File: src/rtl/pc_unit_if.sv
// pc_unit_if: groups the execute-side redirect requests and the fetch-side
// PC outputs of pc_unit into one bundle.
//   master : execute/fetch side (drives stall and requests, reads PC etc.)
//   slave  : pc_unit itself
// Signals: stall, branchTaken, jalr, exPC, rs1, imm, trapValid, trapVector
//          (requests), PC, linkAddr, flush, misaligned, badAddr (results).
interface pc_unit_if #(
    parameter int XLEN = 32
);
    logic            stall;
    logic            branchTaken;
    logic            jalr;
    logic [XLEN-1:0] exPC;
    logic [XLEN-1:0] rs1;
    logic [XLEN-1:0] imm;
    logic            trapValid;
    logic [XLEN-1:0] trapVector;
    logic [XLEN-1:0] PC;
    logic [XLEN-1:0] linkAddr;
    logic            flush;
    logic            misaligned;
    logic [XLEN-1:0] badAddr;

    modport master (
        output stall, branchTaken, jalr, exPC, rs1, imm, trapValid, trapVector,
        input  PC, linkAddr, flush, misaligned, badAddr
    );

    modport slave (
        input  stall, branchTaken, jalr, exPC, rs1, imm, trapValid, trapVector,
        output PC, linkAddr, flush, misaligned, badAddr
    );
endinterface

File: src/rtl/pc_unit.sv
// pc_unit: registered fetch PC with sequential advance, branch/JALR/trap
// redirects, a pending-redirect buffer that survives stalls, target
// alignment checking and a one-cycle flush pulse for the front end.
// Ports:
//   clk    - rising-edge clock
//   rst_n  - asynchronous active-low reset
//   bus    - pc_unit_if.slave: redirect requests in, PC/linkAddr/flush/
//            misaligned/badAddr out
module pc_unit #(
    parameter int                XLEN         = 32,
    parameter logic [XLEN-1:0]   RESET_VECTOR = '0,
    parameter int                IALIGN       = 4
) (
    input  logic     clk,
    input  logic     rst_n,
    pc_unit_if.slave bus
);
    localparam logic [XLEN-1:0] STEP       = XLEN'(IALIGN);
    localparam logic [XLEN-1:0] ALIGN_MASK = ~(XLEN'(IALIGN - 1));

    typedef enum logic {RUN, PEND} state_t;

    state_t          state_q, state_d;
    logic [XLEN-1:0] pc_q, pc_d;
    logic [XLEN-1:0] pend_q, pend_d;
    logic [XLEN-1:0] bad_q, bad_d;
    logic            flush_q, flush_d;
    logic            mis_q, mis_d;

    logic [XLEN-1:0] br_tgt, jalr_tgt, redir_tgt, trap_tgt;
    logic            redir, redir_ok;

    // jalr outranks branchTaken if both are (illegally) asserted together
    assign br_tgt    = bus.exPC + bus.imm;
    assign jalr_tgt  = (bus.rs1 + bus.imm) & ~XLEN'(1);
    assign redir     = bus.jalr | bus.branchTaken;
    assign redir_tgt = bus.jalr ? jalr_tgt : br_tgt;
    assign redir_ok  = (IALIGN == 4) ? (redir_tgt[1:0] == 2'b00) : !redir_tgt[0];
    assign trap_tgt  = bus.trapVector & ALIGN_MASK;

    // state register
    always_ff @(posedge clk or negedge rst_n) begin
        if (!rst_n) state_q <= RUN;
        else        state_q <= state_d;
    end

    // next-state logic
    always_comb begin
        state_d = state_q;
        if (bus.trapValid)
            state_d = RUN;
        else if (redir && redir_ok)
            state_d = bus.stall ? PEND : RUN;
        else if (state_q == PEND && !bus.stall)
            state_d = RUN;
    end

    // output / datapath next values
    always_comb begin
        pc_d    = pc_q;
        pend_d  = pend_q;
        bad_d   = bad_q;
        flush_d = 1'b0;
        mis_d   = 1'b0;
        if (bus.trapValid) begin
            // trap ignores stall and drops any buffered redirect
            pc_d    = trap_tgt;
            pend_d  = '0;
            flush_d = 1'b1;
        end else begin
            if (redir && !redir_ok) begin
                mis_d = 1'b1;
                bad_d = redir_tgt;
            end
            if (redir && redir_ok) begin
                // newest redirect always replaces the buffered one
                pend_d = redir_tgt;
                if (!bus.stall) begin
                    pc_d    = redir_tgt;
                    flush_d = 1'b1;
                end
            end else if (state_q == PEND) begin
                if (!bus.stall) begin
                    pc_d    = pend_q;
                    flush_d = 1'b1;
                end
            end else if (!bus.stall) begin
                pc_d = pc_q + STEP;
            end
        end
    end

    always_ff @(posedge clk or negedge rst_n) begin
        if (!rst_n) begin
            pc_q    <= RESET_VECTOR;
            pend_q  <= '0;
            bad_q   <= '0;
            flush_q <= 1'b0;
            mis_q   <= 1'b0;
        end else begin
            pc_q    <= pc_d;
            pend_q  <= pend_d;
            bad_q   <= bad_d;
            flush_q <= flush_d;
            mis_q   <= mis_d;
        end
    end

    assign bus.PC         = pc_q;
    assign bus.linkAddr   = bus.exPC + XLEN'(4);
    assign bus.flush      = flush_q;
    assign bus.misaligned = mis_q;
    assign bus.badAddr    = bad_q;
endmodule
File: src/flat_wrapper.sv
// flat-port wrapper written by rule: the top's interface ports become plain ports
module pc_unit_flat 
#(
    parameter int                XLEN         = 32,
    parameter logic [XLEN-1:0]   RESET_VECTOR = '0,
    parameter int                IALIGN       = 4
)
  (clk, rst_n, bus_stall, bus_branchTaken, bus_jalr, bus_exPC, bus_rs1, bus_imm, bus_trapValid, bus_trapVector, bus_PC, bus_linkAddr, bus_flush, bus_misaligned, bus_badAddr);
  pc_unit_if #(.XLEN(XLEN)) bus_i ();
  input  logic clk;
  input  logic rst_n;
  input wire logic [$bits(bus_i.stall)-1:0] bus_stall;
  input wire logic [$bits(bus_i.branchTaken)-1:0] bus_branchTaken;
  input wire logic [$bits(bus_i.jalr)-1:0] bus_jalr;
  input wire logic [$bits(bus_i.exPC)-1:0] bus_exPC;
  input wire logic [$bits(bus_i.rs1)-1:0] bus_rs1;
  input wire logic [$bits(bus_i.imm)-1:0] bus_imm;
  input wire logic [$bits(bus_i.trapValid)-1:0] bus_trapValid;
  input wire logic [$bits(bus_i.trapVector)-1:0] bus_trapVector;
  output wire logic [$bits(bus_i.PC)-1:0] bus_PC;
  output wire logic [$bits(bus_i.linkAddr)-1:0] bus_linkAddr;
  output wire logic [$bits(bus_i.flush)-1:0] bus_flush;
  output wire logic [$bits(bus_i.misaligned)-1:0] bus_misaligned;
  output wire logic [$bits(bus_i.badAddr)-1:0] bus_badAddr;
  assign bus_i.stall = bus_stall;
  assign bus_i.branchTaken = bus_branchTaken;
  assign bus_i.jalr = bus_jalr;
  assign bus_i.exPC = bus_exPC;
  assign bus_i.rs1 = bus_rs1;
  assign bus_i.imm = bus_imm;
  assign bus_i.trapValid = bus_trapValid;
  assign bus_i.trapVector = bus_trapVector;
  assign bus_PC = bus_i.PC;
  assign bus_linkAddr = bus_i.linkAddr;
  assign bus_flush = bus_i.flush;
  assign bus_misaligned = bus_i.misaligned;
  assign bus_badAddr = bus_i.badAddr;
  pc_unit #(.XLEN(XLEN), .RESET_VECTOR(RESET_VECTOR), .IALIGN(IALIGN)) u_core (.clk(clk), .rst_n(rst_n), .bus(bus_i));
endmodule
File: config.mk
export PLATFORM = sky130hd
export DESIGN_NAME = pc_unit_flat
export DESIGN_NICKNAME = d
export VERILOG_FILES = /design/src/rtl/pc_unit_if.sv /design/src/rtl/pc_unit.sv /design/src/flat_wrapper.sv
export SDC_FILE = /design/constraint.sdc
export NUM_CORES = 1
export LEC_CHECK = 0
export ABC_CLOCK_PERIOD_IN_PS = 3000
export CAP_MARGIN = 20
export CORE_ASPECT_RATIO = 1.75
export CORE_MARGIN = 8
export CORE_UTILIZATION = 51
export CTS_CLUSTER_DIAMETER = 40
export DETAILED_ROUTE_END_ITERATION = 6
export HOLD_SLACK_MARGIN = 0.02
export PLACE_DENSITY = 0.82
export SLEW_MARGIN = 20
export SYNTH_ARGS = -nofsm -noshare
export SYNTH_HDL_FRONTEND = slang
export SYNTH_SLANG_ARGS = --single-unit
File: constraint.sdc
create_clock -name clk -period 3 [get_ports clk]
set_input_delay 0.6 -clock clk [delete_from_list [all_inputs] [get_ports clk]]
set_output_delay 0.6 -clock clk [all_outputs]
set_load 0.05 [all_outputs]
==> flow_summary.ini, run 1 <==
[detailed_routing]
dr.pass1.iters = 7
remaining_drc_errors = 0
wl_per_cell_um = 21.9
viasPerCell = 6.19
drt_iter0_drc = 1325
routed_wl_um = 41900
ant_nets = 0
vias = 11869

[hold_path]
hold_path.class = input port to asynchronous set/reset pin

[global_route]
grt_pass1_wl_um = 63600
antenna_found_initial = 0
grt_max_degree = 56
grt_usage_pct = 33.6
grt_pass1_vias = 12258
grt_overflow = 0

[placement]
dpl.hpwl_um = 31400
placed_cells = 1881
port_buffers = 229
post_dp_cell_area_um2 = 14400
gp_congestion = 0.966

[clock_tree]
ctsHoldBuffers = 0
clock_latency_ns = 0.36
clockBufferDepth = 2
htree_levels = 3
cts-root-buf = clkbuf_16
cts_made_buffers = 9
clock-sinks = 99
path_clk_slew_ns = 0.07
cts_tree = built

[synth]
yosys.area.top_type = dfrtp_1
async_flop_share_pct = 100
netlist_instances = 1194
synth.avg_cell_area_um2 = 7.96
ys_types = 83
postSynthNetCount = 1393
synth-main-ff-cell = dfrtp_1
synth-seq-area-share_pct = 26.1
netlist_top_cells_count = nand2_1, a21oi_1, nor2_1
synth_area_leaders = dfrtp_1, ha_1, a21oi_1, nand2_1, xnor2_1
synth_edf_count = 0
synth_top_area_share_pct = 26.1
netlist_area_um2 = 9500
ys_ff_latch = 99
synth.most_common_cell = nand2_1
ys_warn_count = 0

[critical_path]
cp_max_fo = 4
slowest_delay_ns = 0.28
r2r_cells = 10
path_common_cell = and3_4
reg2reg_from = u_core.bus.PC[5]$_DFFE_PN0P_
r2r-end = u_core.bus.PC[25]$_DFFE_PN0P_
ff2ff_setup_slack_ns = 0.35
slowest_stage = dlygate4sd2_1
critPathArrivalTime_ns = 2.41
end_kind = output pin
start_kind = input port
cp_cell_sequence = dlygate4sd2_1 -> buf_4 -> and3_4 -> and3_4 -> and3_4 -> buf_6 -> nand4_1 -> xnor2_2 -> buf_12
crit_type = input port to output pin
cp.required_ns = 2.40

[sta]
period_needed_ns = 3.01
fin_worst_skew_ns = 0.00657
rsz0062_at_grt = yes
setup_viol = 1
tightest_slew_ns = 0.740
max_freq_ghz = 0.332
tns_ns = -0.0126
worst_slack_ns = -0.0126
period_share_pct = 100
final_hold_viol_count = 0
whs_ns = 0.291
drv_slew = 0
max-slew-margin-rel_pct = 50.7

[floorplanning]
initial_utilization_pct = 51.6
coreArea_um2 = 18400
rows = 66
die_x_um = 119
die_area_um2 = 23400
pin_count = 232
dieHeight_um = 197

[power]
p_leak_uw = 0.00718
ir_worst_vdd_uv = 435
p_per_area_nw_per_um2 = 454
totalPowerFinal_uw = 7140

[final_layout]
fin_area_um2 = 15700
nNetsFinal = 1872
area_growth_pct = 65.6
drive_gt1_share_pct = 32.7
stdcell_count = 1916
antennaDiodeCount = 0

[outcome]
violations = setup timing
status = finished with violations

[run]
drv_cap = 0
layout by cell type (no fill, tap or decap), drive strengths merged, types with 56 or more instances in the layout:
master / instances
xnor2: 56
a21oi: 118
dfrtp: 99
ha: 63
nand2: 137
o21ai: 85
nor2: 110
clkdlybuf4s50: 135
buf: 341
critical path: cells and delay by family:
family | cells | cell delay (ns)
buf+inv | 4 | 0.75
simple gates | 4 | 0.78
xor+xnor | 1 | 0.27
stage by stage:
stage	setup WS (ns)	util, %
after CTS	-0.0315	83.3
after detailed placement	-0.799	78.2
after global routing	-0.0656	85.4
after floorplan	0.00368	-
after global placement	-0.687	78.2
final	-0.0126	85.4
cells by family after synthesis:
family / count (synthesis) / synth area share (%)
and+or+nand+nor: 418 / 20.5
AOI/OAI and AO/OA: 383 / 26.9
xor gates and xnor gates: 101 / 9.60
DFF: 99 / 26.1
buffers and inverters: 87 / 3.62
adders and majority gates: 65 / 8.72
muxes: 41 / 4.60
what timing repair did:
action,4_1_cts,5_1_grt
gates resized for setup,165,114
endpoints found under the setup margin,81,72
pin swaps,60,66
buffers inserted,11,10
metal layers:
metal / vias to the layer above / wire (um) / GRT usage (%) / part of all wire [%]
met5: - / 0 / 0 / 0
met4: 0 / 2970 / 22.6 / 7.1
met3: 239 / 2600 / 5.24 / 6.2
met2: 667 / 22000 / 61.6 / 53
met1: 5657 / 14300 / 34.2 / 34
li1: 5306 / - / - / -
worst max path at each step:
stage                       startpoint                                  to  slack [ns]  depth (start not counted)
after floorplan            bus_imm[17]  u_core.bus.badAddr[31]$_DFFE_PN0P_       0.004                         11
after global placement      bus_imm[0]       u_core.pend_q[28]$_DFFE_PN0P_       -0.69                         12
after detailed placement    bus_imm[0]       u_core.pend_q[28]$_DFFE_PN0P_       -0.80                         12
after CTS                   bus_rs1[2]       u_core.bus.PC[13]$_DFFE_PN0P_       -0.03                         13
after global routing      bus_exPC[11]       u_core.pend_q[29]$_DFFE_PN0P_       -0.07                          9
final                      bus_exPC[8]                    bus_linkAddr[21]       -0.01                          9
report_power, final:
group	switching (uW)	internal [uW]	total (uW)	leakage, uW
sequential	241	1590	1830	0.00122
clock	512	712	1220	0.000155
combinational	2350	1750	4090	0.00581
final cells by class:
| cell class | count | area [um^2] |
|---|---|---|
| multi-input combinational | 1008 | 7660 |
| timing repair buffer | 533 | 4900 |
| fill | 1056 | 2690 |
| sequential | 99 | 2480 |
| tap | 238 | 298 |
| clock buffer | 12 | 267 |
| inverter | 22 | 82.6 |
| clock inverter | 4 | 47.5 |
registers in the layout (all words and copies together) (netlist names):
register and count:
u_core.bus.PC 32, u_core.bus.flush 1, u_core.pend_q 32, u_core.state_q 1, u_core.bus.badAddr 32, u_core.bus.misaligned 1
(Power assumes the default switching activity.)
==> run 2: changes to the inputs <==
--- a/config.mk
+++ b/config.mk
@@ -5,15 +5,15 @@
 export SDC_FILE = /design/constraint.sdc
 export NUM_CORES = 1
 export LEC_CHECK = 0
-export ABC_CLOCK_PERIOD_IN_PS = 3000
+export ABC_CLOCK_PERIOD_IN_PS = 3500
 export CAP_MARGIN = 20
 export CORE_ASPECT_RATIO = 1.75
 export CORE_MARGIN = 8
-export CORE_UTILIZATION = 51
+export CORE_UTILIZATION = 53
 export CTS_CLUSTER_DIAMETER = 40
 export DETAILED_ROUTE_END_ITERATION = 6
 export HOLD_SLACK_MARGIN = 0.02
-export PLACE_DENSITY = 0.82
+export PLACE_DENSITY = 0.85
 export SLEW_MARGIN = 20
 export SYNTH_ARGS = -nofsm -noshare
 export SYNTH_HDL_FRONTEND = slang
==> constraint.sdc (replaced) <==
create_clock -name clk -period 3.5 [get_ports clk]
set_input_delay 0.7 -clock clk [delete_from_list [all_inputs] [get_ports clk]]
set_output_delay 0.7 -clock clk [all_outputs]
set_load 0.05 [all_outputs]
==> flow_summary.ini, run 2 (synthesis gave the netlist of run 1 again) <==
[detailed_routing]
routed_wl_um = 35900
viasPerCell = 6.16
ant_nets = 0
drt_iter0_drc = 1021
dr.pass1.iters = 6
vias = 11030
remaining_drc_errors = 0
wl_per_cell_um = 20.0

[critical_path]
r2r_cells = 9
start_kind = input port
r2r-end = u_core.bus.PC[25]$_DFFE_PN0P_
ff2ff_setup_slack_ns = 0.70
cp_max_fo = 5
reg2reg_from = u_core.bus.PC[7]$_DFFE_PN0P_
cp.required_ns = 2.80
crit_type = input port to output pin
end_kind = output pin
critPathArrivalTime_ns = 2.76

[sta]
tightest_slew_ns = 0.717
period_needed_ns = 3.46
rsz0062_at_grt = yes
period_share_pct = 98.7
drv_slew = 0
setup_viol = 0
worst_slack_ns = 0.0444
max-slew-margin-rel_pct = 52.2
final_hold_viol_count = 0
fin_worst_skew_ns = 0.00813
max_freq_ghz = 0.289

[clock_tree]
cts_tree = built
cts-root-buf = clkbuf_16
ctsHoldBuffers = 0
clock-sinks = 99
htree_levels = 3
path_clk_slew_ns = 0.06
cts_made_buffers = 9
clockBufferDepth = 2
clock_latency_ns = 0.34

[floorplanning]
pin_count = 232
initial_utilization_pct = 53.3
die_x_um = 117
coreArea_um2 = 17800
die_area_um2 = 22600
dieHeight_um = 193
rows = 65

[placement]
gp_congestion = 0.973
place_ws_ns = -0.451
port_buffers = 229
dpl.hpwl_um = 28600

[final_layout]
nNetsFinal = 1753
drive_gt1_share_pct = 20.7
area_growth_pct = 48.8
antennaDiodeCount = 0
final_cell_mix = clkdlybuf4s50_1, buf_4, nand2_1
layout_commonest_cell = clkdlybuf4s50_1
fill_cells = 1166

[global_route]
grt_overflow = 0
grt_pass1_wl_um = 55500
grt_pass1_vias = 11146
antenna_found_initial = 1
grt_usage_pct = 31.2
grt_max_degree = 100

[outcome]
status = finished, final reports clean

[hold_path]
hold_path.class = input port to asynchronous set/reset pin

[power]
p_leak_uw = 0.00639
ir_worst_vdd_uv = 440
totalPowerFinal_uw = 5740
p_per_area_nw_per_um2 = 406

[run]
drv_cap = 0
==> run 2: area by class of cell <==
| type | instances | area (um^2) | share of cell area, % |
|---|---|---|---|
| clock buffers | 11 | 243 | 1.72 |
| inverters | 22 | 82.6 | 0.584 |
| clock inverters | 4 | 75.1 | 0.531 |
| multi-input cells | 1008 | 6960 | 49.3 |
| well taps | 234 | 293 | 2.07 |
| flip-flops and latches | 99 | 2480 | 17.5 |
| repair buffers | 414 | 4000 | 28.3 |
==> run 2: critical path, stage by stage <==
cell and delay, ns:
clkdlybuf4s50_1 0.53, and3_1 0.21, and3_1 0.19, and2_4 0.17, and3_4 0.22, nand2_2 0.11, nor2_2 0.12, xor2_1 0.19
bufbuf_16 0.31
==> run 2: routing by layer <==
| layer | share of wire (%) | GRT usage, % | vias to the layer above |
|---|---|---|---|
| met4 | 5.8 | 19.8 | 2 |
| met2 | 53 | 56.4 | 570 |
| li1 | - | - | 5062 |
| met3 | 6.4 | 4.65 | 160 |
| met5 | 0.036 | 0 | - |
| met1 | 35 | 32.5 | 5236 |
==> run 2: repair_timing <==
item | 4_1_cts | 5_1_grt
endpoints found under the setup margin | 23 | 51
gates resized for setup | 19 | 41
setup buffers | 1 | 4
hold endpoints to repair | 0 | 0
pin swaps | 11 | 17
==> run 2: through the flow <==
stage	area [um^2]	utilization (%)	hold slack [ns]	TNS [ns]	std cells
2_1_floorplan	9500	-	0.404	0	1194
3_3_place_gp	13500	75.7	0.456	-10.89	1772
3_5_place_dp	13500	75.7	0.465	-15.24	1772
4_1_cts	13900	78.0	0.427	0	1788
5_1_grt	14100	79.4	0.460	-0.125	1792
6_report	14100	79.4	0.362	0	1792
==> run 2: where the power goes <==
group / internal (uW) / total [uW] / switching (uW)
combinational: 1290 / 3120 / 1830
clock: 642 / 1060 / 422
sequential: 1360 / 1560 / 200
==> run 2: worst max path at each step <==
stage | startpoint | end | slack, ns | depth (start not counted)
finish | bus_exPC[4] | bus_linkAddr[25] | 0.04 | 9
global placement | bus_imm[0] | u_core.bus.PC[20]$_DFFE_PN0P_ | -0.39 | 13
global route | bus_exPC[4] | bus_linkAddr[25] | -0.05 | 9
floorplan | bus_exPC[2] | bus_linkAddr[24] | 0.20 | 7
detailed placement | bus_imm[0] | u_core.bus.PC[20]$_DFFE_PN0P_ | -0.45 | 13
CTS | bus_exPC[5] | bus_linkAddr[25] | 0.005 | 9
==> run 3: changes to the inputs <==
--- a/config.mk
+++ b/config.mk
@@ -5,15 +5,17 @@
 export SDC_FILE = /design/constraint.sdc
 export NUM_CORES = 1
 export LEC_CHECK = 0
+export ABC_AREA = 1
 export ABC_CLOCK_PERIOD_IN_PS = 3500
 export CAP_MARGIN = 20
 export CORE_ASPECT_RATIO = 1.75
 export CORE_MARGIN = 8
-export CORE_UTILIZATION = 53
+export CORE_UTILIZATION = 57
 export CTS_CLUSTER_DIAMETER = 40
 export DETAILED_ROUTE_END_ITERATION = 6
+export GPL_ROUTABILITY_DRIVEN = 0
 export HOLD_SLACK_MARGIN = 0.02
-export PLACE_DENSITY = 0.85
+export PLACE_DENSITY = 0.88
 export SLEW_MARGIN = 20
 export SYNTH_ARGS = -nofsm -noshare
 export SYNTH_HDL_FRONTEND = slang
==> flow_summary.ini, run 3 <==
[detailed_routing]
ant_nets = 0
remaining_drc_errors = 0
routedLengthMet1_um = 13400
wl_met3_um = 2840
top_layer = met4
drt_iter0_drc = 1702
routed_wl_um = 39000
wl_per_cell_um = 16.9
wl_met2_um = 19800
dr.pass1.iters = 7
viasPerCell = 5.67
vias = 13140

[clock_tree]
cts_made_buffers = 9
cts-root-buf = clkbuf_16
clock-sinks = 99
clock_latency_ns = 0.35
ctsHoldBuffers = 0
clockBufferDepth = 2
path_clk_slew_ns = 0.07
cts_tree = built
htree_levels = 3

[power]
p_leak_uw = 0.00749
ir_worst_vdd_uv = 319
p_per_area_nw_per_um2 = 391

[placement]
placed_cells = 2294
dpl.hpwl_um = 31200
port_buffers = 229

[sta]
period_needed_ns = 3.36
tns_ns = 0
drv_slew = 0
final_hold_viol_count = 0
max-slew-margin-rel_pct = 40.6
whs_ns = 0.362
fin_worst_skew_ns = 0.00948
max_freq_ghz = 0.297
period_share_pct = 96.1
rsz0062_at_grt = no
setup_viol = 0
tightest_slew_ns = 0.889

[floorplanning]
coreArea_um2 = 18900
dieHeight_um = 198
rows = 67
die_area_um2 = 23900
die_x_um = 120
initial_utilization_pct = 57.2
pin_count = 232

[global_route]
grt_usage_pct = 32.8
grt_pass1_wl_um = 62500
grt_pass1_vias = 12867
antenna_found_initial = 1
grt_max_degree = 49
grt_overflow = 0

[critical_path]
cp_max_fo = 4
ff2ff_setup_slack_ns = 0.82
crit_type = input port to output pin
slowest_stage = clkdlybuf4s50_1
r2r-end = u_core.bus.PC[26]$_DFFE_PN0P_
critPathArrivalTime_ns = 2.66
slowest_delay_ns = 0.55
cpLargestDelayFamily = simple AND/OR/NAND/NOR gates
end_kind = output pin
critPathBufInv = 2
start_kind = input port
reg2reg_from = u_core.bus.PC[2]$_DFFE_PN0P_
cp.required_ns = 2.80
crit_path_start = bus_exPC[6]
r2r_cells = 12
cp_cell_sequence = clkdlybuf4s50_1 -> nand2_1 -> nor3_4 -> nand4_4 -> nor3_2 -> nand4_1 -> xnor2_1 -> buf_12

[final_layout]
layout_commonest_cell = nand2_1
drive_gt1_share_pct = 6.08
multiInputGateArea_um2 = 7070
fill_cells = 1614
register_area_um2 = 2480
final_cell_mix = nand2_1, inv_1, clkdlybuf4s50_1
final_core_util_pct = 74.1
area_growth_pct = 29.4
stdcell_count = 2316
nNetsFinal = 2268

[synth]
synth-main-ff-cell = dfrtp_1
synth-seq-area-share_pct = 22.8
synth.most_common_cell = nand2_1
ys_ff_latch = 99
async_flop_share_pct = 100
ys_warn_count = 0
synth_top_area_share_pct = 23.3
netlist_top_cells_count = nand2_1, inv_1, nor2_1
ys_types = 52
synth.avg_cell_area_um2 = 5.89
yosys.area.top_type = nand2_1
synth_edf_count = 0
netlist_area_um2 = 10800
synth_area_leaders = nand2_1, dfrtp_1, inv_1, ha_1, nand3_1
postSynthNetCount = 2040
netlist_instances = 1841

[outcome]
status = finished, final reports clean

[hold_path]
hold_path.class = input port to asynchronous set/reset pin

[run]
drv_cap = 0
-- run 3: cell count changes after synthesis, moves of 16 or more --
cell	previous run	this run
and3_1	30	1
inv_1	20	292
nor2_1	110	145
mux2i_1	23	0
xnor2_1	56	17
mux2_2	17	0
xor2_1	43	27
nand2_1	137	672
nand3_1	44	143
a21o_1	44	2
clkbuf_1	52	18
-- run 3: power breakdown --
group / internal (uW) / switching, uW / total [uW]
sequential: 1350 / 206 / 1560
clock: 561 / 453 / 1010
combinational: 998 / 1920 / 2920
-- run 3: worst max-delay path by stage --
| stage | cells past startpoint | end |
|---|---|---|
| 5_1_grt | 10 | bus_linkAddr[29] |
| 3_5_place_dp | 11 | bus_linkAddr[26] |
| 4_1_cts | 9 | bus_linkAddr[31] |
| 2_1_floorplan | 9 | bus_linkAddr[30] |
| 3_3_place_gp | 11 | bus_linkAddr[26] |
| 6_report | 8 | bus_linkAddr[29] |
-- run 3: cell families (layout without fill, tap and decap cells) --
| kind of cell | count (synthesis) | after routing | synth area share, % |
|---|---|---|---|
| AO/OA/AOI/OAI | 232 | 232 | 11.7 |
| XOR/XNOR | 45 | 45 | 3.70 |
| adder cells (fa/ha/maj) | 65 | 65 | 7.64 |
| buffers and inverters | 338 | 571 | 12.2 |
| flip-flops | 99 | 99 | 22.8 |
| other | 0 | 1 | 0 |
| AND/OR/NAND/NOR | 1062 | 1062 | 41.9 |
-- run 3: worst register-to-register path, stage by stage, from the launching register on --
cell,delay [ns]
dfrtp_1,0.44
ha_1,0.40
nand2_1,0.15
nor2_1,0.50
nand2_1,0.35
inv_1,0.17
nand2_1,0.07
nand2_1,0.07
nand3_1,0.07
a21oi_1,0.14
nand2_1,0.10
nand2_1,0.07
nand2_1,0.05
-- run 3: layout make-up --
type | count | area share (%)
multi-input cells | 1404 | 50.4
inverters | 297 | 7.95
flip-flops and latches | 99 | 17.7
clock buffers | 9 | 1.61
clock inverters | 7 | 0.544
repair buffers | 258 | 19.7
diodes | 1 | 0.0178
well taps | 241 | 2.15
-- run 3: repair_timing --
action / in CTS / in global routing
pin swaps: 5 / 0
gates resized for setup: 10 / 1
cloned: 0 / 0
setup buffers: 5 / 0
endpoints found under the setup margin: 5 / 1
-- run 3: layer usage --
layer / vias up / global-route usage [%]
li1: 6276 / -
met1: 5902 / 34.3
met2: 746 / 58.8
met3: 216 / 4.55
met4: 0 / 23.9
met5: - / 0
-- run 3: metrics by stage --
stage	cell area (um^2)	total power, uW	setup slack [ns]
global route	14000	5790	0.0116
finish	14000	5490	0.136
CTS	14000	5440	0.106
global placement	13700	4360	-0.0443
detailed placement	13700	4430	-0.0914
floorplan	10800	3370	0.247
